==> src/rtl/comp_pkg.sv <==
// Shared definitions for the bit-serial magnitude comparator.
//   state_t   : controller state encoding (IDLE / SCAN / DONE)
//   RES_*     : one-hot result codes, packed as {aeb, agb, alb}
//   res_code  : packs a one-hot result from individual eq/gt/lt flags
package comp_pkg;

  typedef enum logic [1:0] {
    IDLE = 2'd0,
    SCAN = 2'd1,
    DONE = 2'd2
  } state_t;

  localparam logic [2:0] RES_NONE = 3'b000;
  localparam logic [2:0] RES_EQ   = 3'b100;
  localparam logic [2:0] RES_GT   = 3'b010;
  localparam logic [2:0] RES_LT   = 3'b001;

  function automatic logic [2:0] res_code(input logic eq, input logic gt, input logic lt);
    return {eq, gt, lt};
  endfunction

endpackage

==> src/rtl/comp_bit_stage.sv <==
// Combinational 1-bit comparator stage.
//   a, b : the single bits being compared
//   eq   : a == b
//   gt   : a > b  (a=1, b=0)
//   lt   : a < b  (a=0, b=1)
module comp_bit_stage (
  input  logic a,
  input  logic b,
  output logic eq,
  output logic gt,
  output logic lt
);

  assign eq = ~(a ^ b);
  assign gt = a & ~b;
  assign lt = ~a & b;

endmodule

==> src/rtl/comp_serial_ctrl.sv <==
// Bit-serial magnitude compare controller. Captures two WIDTH-bit operands
// on an accepted start, walks them MSB first through a single 1-bit
// comparator stage, and reports a one-hot aeb/agb/alb result with a done
// pulse.
//   clk, rst_n : clock, synchronous active-low reset
//   start      : compare request, honoured only in IDLE
//   a_in, b_in : operands, captured on the accepted start
//   busy       : high while scanning
//   done       : one-cycle pulse, results valid
//   aeb/agb/alb: one-hot result, forced to 0 while busy, held until next start
//   nbits      : bit positions examined by the last (or current) compare
module comp_serial_ctrl
  import comp_pkg::*;
#(
  parameter int WIDTH      = 8,
  parameter bit EARLY_EXIT = 1'b1
) (
  input  logic                       clk,
  input  logic                       rst_n,
  input  logic                       start,
  input  logic [WIDTH-1:0]           a_in,
  input  logic [WIDTH-1:0]           b_in,
  output logic                       busy,
  output logic                       done,
  output logic                       aeb,
  output logic                       agb,
  output logic                       alb,
  output logic [$clog2(WIDTH+1)-1:0] nbits
);

  localparam int NW = $clog2(WIDTH + 1);
  localparam int IW = $clog2(WIDTH);

  state_t          state_reg, state_next;
  logic [WIDTH-1:0] a_reg, b_reg;
  logic [IW-1:0]   idx_reg;
  logic [NW-1:0]   nbits_reg;
  logic [2:0]      res_reg;
  logic            diff_seen_reg;

  logic bit_eq, bit_gt, bit_lt;
  logic first_diff;
  logic last_bit;

  comp_bit_stage u_stage (
    .a  (a_reg[idx_reg]),
    .b  (b_reg[idx_reg]),
    .eq (bit_eq),
    .gt (bit_gt),
    .lt (bit_lt)
  );

  // Only the MSB-most difference is ever recorded.
  assign first_diff = ~bit_eq & ~diff_seen_reg;
  assign last_bit   = (idx_reg == '0);

  // State register
  always_ff @(posedge clk) begin
    if (!rst_n) state_reg <= IDLE;
    else        state_reg <= state_next;
  end

  // Next-state logic
  always_comb begin
    state_next = state_reg;
    case (state_reg)
      IDLE: if (start) state_next = SCAN;
      SCAN: if ((EARLY_EXIT && first_diff) || last_bit) state_next = DONE;
      DONE: state_next = IDLE;
      default: state_next = IDLE;
    endcase
  end

  // Operand, index, counter and result registers
  always_ff @(posedge clk) begin
    if (!rst_n) begin
      a_reg         <= '0;
      b_reg         <= '0;
      idx_reg       <= '0;
      nbits_reg     <= '0;
      res_reg       <= RES_NONE;
      diff_seen_reg <= 1'b0;
    end else begin
      case (state_reg)
        IDLE: begin
          if (start) begin
            a_reg         <= a_in;
            b_reg         <= b_in;
            idx_reg       <= IW'(WIDTH - 1);
            nbits_reg     <= '0;
            res_reg       <= RES_NONE;
            diff_seen_reg <= 1'b0;
          end
        end
        SCAN: begin
          if (nbits_reg != NW'(WIDTH)) nbits_reg <= nbits_reg + 1'b1;
          if (first_diff) begin
            res_reg       <= res_code(1'b0, bit_gt, bit_lt);
            diff_seen_reg <= 1'b1;
          end else if (last_bit && !diff_seen_reg) begin
            // Reached bit 0 with no difference anywhere: operands equal.
            res_reg <= RES_EQ;
          end
          if (state_next == SCAN && !last_bit) idx_reg <= idx_reg - 1'b1;
        end
        default: ;
      endcase
    end
  end

  // Outputs
  always_comb begin
    busy  = (state_reg == SCAN);
    done  = (state_reg == DONE);
    nbits = nbits_reg;
    {aeb, agb, alb} = busy ? RES_NONE : res_reg;
  end

endmodule

==> config.mk <==
export PLATFORM = sky130hd
export DESIGN_NAME = comp_serial_ctrl
export DESIGN_NICKNAME = d
export VERILOG_FILES = /design/src/rtl/comp_pkg.sv /design/src/rtl/comp_bit_stage.sv /design/src/rtl/comp_serial_ctrl.sv
export SDC_FILE = /design/constraint.sdc
export NUM_CORES = 1
export LEC_CHECK = 0
export ABC_AREA = 1
export CORE_UTILIZATION = 50
export DETAILED_ROUTE_END_ITERATION = 7
export PLACE_DENSITY = 0.75
export SLEW_MARGIN = 40
export SYNTH_ARGS = -nofsm -noshare
export SYNTH_HDL_FRONTEND = slang
export SYNTH_SLANG_ARGS = --single-unit
==> constraint.sdc <==
create_clock -name clk -period 2.04 [get_ports clk]
set_input_delay 0.612 -clock clk [delete_from_list [all_inputs] [get_ports clk]]
set_output_delay 0.612 -clock clk [all_outputs]
set_load 0.05 [all_outputs]
**Word-level counts from Yosys, hierarchy flattened**

Cells that the tools add are included.

- Add/sub/neg operators: 2
- Order comparisons: 1
- Equal/unequal tests: 9
- Muxes and demuxes: 21
- Bitwise operators: 7
- Reductions and logical operators: 13

Operator list:

| operator | count |
|---|---|
| $mux W3 | 6 |
| $pmux W3 S2 | 2 |
| $reduce_and A3 Y1 | 4 |
| $mux W4 | 2 |
| $pmux W4 S2 | 1 |
| $bmux W1 S3 | 2 |
| $ne A2 B1 Y1 const B | 3 |
| $add A4 B1 Y4 const B | 1 |
| $eq A2 B1 Y1 const B | 2 |
| $lt A3 B4 Y1 const B | 1 |
| $mux W1 | 4 |
| $mux W2 | 2 |
| $ne A4 B4 Y1 const B | 1 |
| $pmux W2 S2 | 1 |
| $and A1 B1 Y1 | 3 |
| $logic_not A3 Y1 | 1 |
| $ne A3 B1 Y1 const B | 1 |
| $not A1 Y1 | 3 |
| $sub A3 B1 Y3 const B | 1 |
| $eq A2 B2 Y1 const B | 1 |
| $logic_and A1 B1 Y1 | 2 |
| $logic_not A1 Y1 | 2 |
| $logic_not A2 Y1 | 1 |
| $ne A2 B2 Y1 const B | 1 |
| other kinds (5) | 5 |

- Register bits after elaboration: 29

**Longest topological paths before layout**

Gate-level depths: netlist of run 1.

- Word-level depth: 11
- Mapped depth: 15
- Depth with buffers taken out: 14

**By module**

Synthesis of run 1 repeated with hierarchy kept, for this count alone.

- Cells, all modules: 200
- Area total of the unflattened synthesis: 1,366.3 um2

Modules (own cells, without submodules):

| module | instances | cells an instance | area each (um2) |
|---|---|---|---|
| comp_serial_ctrl | 1 | 196 | 1,333.8 |
| comp_bit_stage | 1 | 4 | 32.5 |

**Worst setup path before layout of run 1**

OpenSTA, ideal clock, no wires.

- Kind: flip-flop to output port
- Start point: register state_reg[1]
- End point: output port aeb
- Arrival time: 1.340 ns
- Required time: 1.428 ns
- Path slack: 0.088 ns
- Stages on the path, launching flop included: 5
- Buffers on the path: 0
- Cell sequence: dfxtp_1 -> inv_1 -> nand2_2 -> clkinv_4 -> nor2_1

- Longest elaborated chain between the ends: 2

Ends and longest elaborated chain:

| item | RTL line | text |
|---|---|---|
| start: declaration | comp_serial_ctrl.sv:34 | `state_t state_reg, state_next;` |
| start signal: assignment | comp_serial_ctrl.sv:60 | `else state_reg <= state_next;` |
| $eq A2 B1 Y1 | comp_serial_ctrl.sv:113 | `busy = (state_reg == SCAN);` |
| via busy | comp_serial_ctrl.sv:23 | `output logic busy,` |
| $mux W3 | comp_serial_ctrl.sv:116 | `{aeb, agb, alb} = busy ? RES_NONE : res_reg;` |
| end: declaration | comp_serial_ctrl.sv:25 | `output logic aeb,` |

The timed path passes the listed nets, and every way through them passes these cells.

**Worst setup path after layout of run 1**

- Start point: register state_reg[1]
- End point: output port alb

- Longest elaborated chain between the ends: 2

Ends and longest elaborated chain:

| item | RTL line | text |
|---|---|---|
| $eq A2 B1 Y1 | comp_serial_ctrl.sv:113 |  |
| $mux W3 | comp_serial_ctrl.sv:116 |  |
| end: declaration | comp_serial_ctrl.sv:27 | `output logic alb,` |

No other way between the ends.

==> results of run 1 <==
worst min-delay path, stage by stage (launching register included):
cell	delay, ns
dfxtp_1	0.30
inv_1	0.06
a21oi_1	0.06
what timing repair did:
item / in CTS / in global routing
pin swaps: 0 / 2
setup buffers: 0 / 1
endpoints found under the setup margin: 3 / 11
gates resized for setup: 2 / 16
power by group through the flow:
stage               combinational [W]  clock [W]  sequential (W)
finish                       0.000792   0.000401        0.000710
global route                 0.000889   0.000436        0.000722
CTS                          0.000713   0.000410        0.000706
detailed placement           0.000705          0        0.000719
global placement             0.000677          0        0.000715
floorplan                    0.000480          0        0.000718
layout by cell type, fill, tap and decap left out, drive strengths merged:
cell / Yosys / routed
nand3: 13 / 13
o21ai: 27 / 27
dfxtp: 29 / 29
a211oi: 1 / 1
buf: 6 / 18
ha: 6 / 6
or2: 1 / 1
a21oi: 14 / 14
nand4: 1 / 1
clkinv: 2 / 3
nor2: 51 / 51
nor3: 1 / 1
nand2: 28 / 28
clkbuf: 0 / 7
inv: 22 / 22
clkdlybuf4s50: 0 / 18
cells by family (layout without fill, tap and decap cells):
kind of cell | Yosys count | after routing | synth area share (%)
AND/OR/NAND/NOR | 95 | 95 | 29.49
adder cells (fa/ha/maj) | 6 | 6 | 5.282
AO/OA/AOI/OAI | 42 | 42 | 14.97
flip-flops | 29 | 29 | 40.85
buffers and inverters | 30 | 68 | 9.418
layout make-up:
type	instances	area, um2	area share, %
multi-input cells	143	742.0	38.73
flip-flops and latches	29	584.3	30.50
repair buffers	36	385.4	20.12
inverters	24	96.34	5.029
clock buffers	7	65.06	3.396
well taps	30	37.54	1.960
clock inverters	1	5.005	0.2613
per-layer routing:
layer / vias to the layer above / share of wire (%) / wire, um / global-route usage [%]
met5: - / 0 / 0 / 0
met4: 0 / 2.7 / 87 / 12.86
met3: 12 / 4.5 / 145 / 5.386
li1: 719 / - / - / -
met1: 608 / 44 / 1422 / 27.58
met2: 35 / 49 / 1560 / 37.18
stage by stage:
stage | total power (W) | worst slack (ns) | cells | TNS [ns]
floorplan | 0.001197 | 0.08818 | 202 | 0
global placement | 0.001393 | 0.1357 | 261 | 0
detailed placement | 0.001424 | -0.02721 | 261 | -0.05239
CTS | 0.001829 | 0.009380 | 269 | 0
global route | 0.002047 | -0.002537 | 270 | -0.002537
finish | 0.001904 | 0.1152 | 270 | 0
path summary, 6_finish.rpt:
| check | from | to | slack (ns) | depth (start not counted) |
|---|---|---|---|---|
| worst min-delay path | b_reg[5] | b_reg[5] | 0.46 | 2 |
| worst max register to register | idx_reg[0] | res_reg[0] | 0.16 | 14 |
| worst min register to register | b_reg[5] | b_reg[5] | 0.46 | 2 |
| worst max-delay path | state_reg[1] | alb | 0.12 | 5 |
==> key figures, run 1 <==
Layout
  – Post-layout net count: ~260
  – Antenna Cells: 0
  – Final core utilization: between 70% and 80%
  – Fillers: 220
  – Final instance area: ~0.0019 mm2
  – Area growth from synthesis to layout: 34.77%
  – Fraction of layout instances using a drive strength above 1: around 20%

Placement
  – Routability Congestion: approximately 0.87
  – Standard cell area after detailed placement: between 0.0015 and 0.002 mm2
  – Sum of net half-perimeters after detailed placement: 2408 um
  – IO Port Bufs: 27

Pwr
  – Leakage power: 0.8253 nW
  – IR Drop Worst-Case VDD: 629.4 uV
  – Areal power density over the cells: 993.8 mW/mm2
  – Sequential power share: 37.3%
  – Internal power: around 0.0012 W
  – Switching share of total power: between 30% and 40%
  – Relative contribution of the clock network to total power: a little over a fifth
  – Part of the power in combinational logic: 41.6%
  – NetSw: 0.0007391 W

Route
  – Total DRC errors in the routed layout: 0
  – Routed Antenna Nets: 0
  – Via-per-instance ratio: between 5 and 6
  – Vias: between 1000 and 1500
  – Routed Wire Length: 3216 um
  – Detailed Route Iter0 Violations: 33
  – Length of the first detailed-routing pass in iterations: 4
  – Average detailed-routed wire length per instance: 11.91 um

Clocking
  – Total number of H-tree levels: 2
  – CTS root buf: clkbuf_4
  – Source-to-sink clock delay at the later pin of the worst-skew pair: ~0.33 ns
  – Maximum buffer depth of the clock tree: 2
  – TritonCTS clock tree: built
  – Clock transition at the register clock pins on the worst setup and hold paths after CTS: approximately 0.090 ns
  – TritonCTS sink count: 29
  – Post-CTS Hold Fix Bufs: 0
  – Number of clock buffers inserted by TritonCTS: 5

Synthesis
  – Most area-consuming cells after synthesis: dfxtp_1, nor2_1, o21ai_0
  – Number of flops mapped to enable cells by yosys: 0
  – Most used DFF post-synth: dfxtp_1
  – Mean cell area of the mapped netlist: between 7 and 8 um2
  – Commonest cells post-synth: nor2_1, dfxtp_1, o21ai_0, nand2_1, inv_1
  – Synth async-reset ratio: 0%
  – Biggest area consumer among synthesized cells: dfxtp_1
  – Post-Synthesis Cells: 202
  – Yosys Warn Count: 0
  – Distinct cells, synth: 24
  – Register bit count reported by yosys: 29
  – Most frequently used cell type in the post-synthesis netlist: nor2_1
  – Sequential-to-total area share from yosys stat: 40.85%
  – Share of the synthesized area in the top cell type: approximately two fifths
  – Post-synth net total: around 230
  – Netlist area before placement: roughly 0.0014 mm2

Floorplan
  – Initial cell density of the core: between 50% and 60%
  – Chip Width: 55.32 um
  – Site Rows: 18
  – Die Y: 55.32 um
  – Ports placed on the boundary: 28
  – Die area: between 0.003 and 0.004 mm2
  – Standard cell core area: approximately 0.0026 mm2

Global route
  – Pin count of the biggest net entering global routing: 22
  – Overall Global Routing Usage: 22.85%
  – Total overflow reported by the global router: 0
  – Via count of the first global-routing pass: between 1000 and 1500
  – Wire length of the first global-routing pass: between 5000 and 6000 um
  – Initial antenna violation count: 0

STA
  – Final period utilization: 94.35%
  – Period minus WS final: slightly below 2 ns
  – Final hold violations: 0
  – Maximum frequency from static timing analysis: about 520 MHz
  – Max-slew violation count: 0
  – Clk_skew: 0.006560 ns
  – Number of setup violations in the final report: 0
  – Max transition margin: 83.68%
  – Tightest hold margin: 0.4571 ns
  – Actual transition at the worst max-transition pin: approximately 0.24 ns

Status
  – Result of the run: finished clean

Setup path
  – Endpoint required time on the critical path: 1.43 ns
  – Delay of the slowest cell on the worst path: about 0.34 ns
  – Master of the slowest instance on the critical path: dfxtp_1
  – Critical Path Source Type: flop
  – CP delay by family, top: flip-flops
  – Crit path max fanout: 5
  – Arrival time reported for the critical path endpoint: between 1 and 1.5 ns
  – Setup crit end kind: primary output
  – Critical path buffer and inverter count: 3
  – Cell-by-cell listing of the critical path: inv_1, nand2_2, clkinv_4, nor2_2, buf_12
  – Critical path class: flop to primary output

Min path
  – Class of the tightest hold or removal check: flop to flop

Job
  – Max-Cap Viols: 0
(Power assumes the default switching activity.)
==> inputs of run 2 (changes only) <==
--- a/config.mk
+++ b/config.mk
@@ -6,10 +6,11 @@
 export NUM_CORES = 1
 export LEC_CHECK = 0
 export ABC_AREA = 1
+export ABC_CLOCK_PERIOD_IN_PS = 2040
 export CORE_UTILIZATION = 50
 export DETAILED_ROUTE_END_ITERATION = 7
 export PLACE_DENSITY = 0.75
-export SLEW_MARGIN = 40
+export SLEW_MARGIN = 20
 export SYNTH_ARGS = -nofsm -noshare
 export SYNTH_HDL_FRONTEND = slang
 export SYNTH_SLANG_ARGS = --single-unit
==> results of run 2 <==
No change in the layout: final DEF, timing and power equal those of run 1.
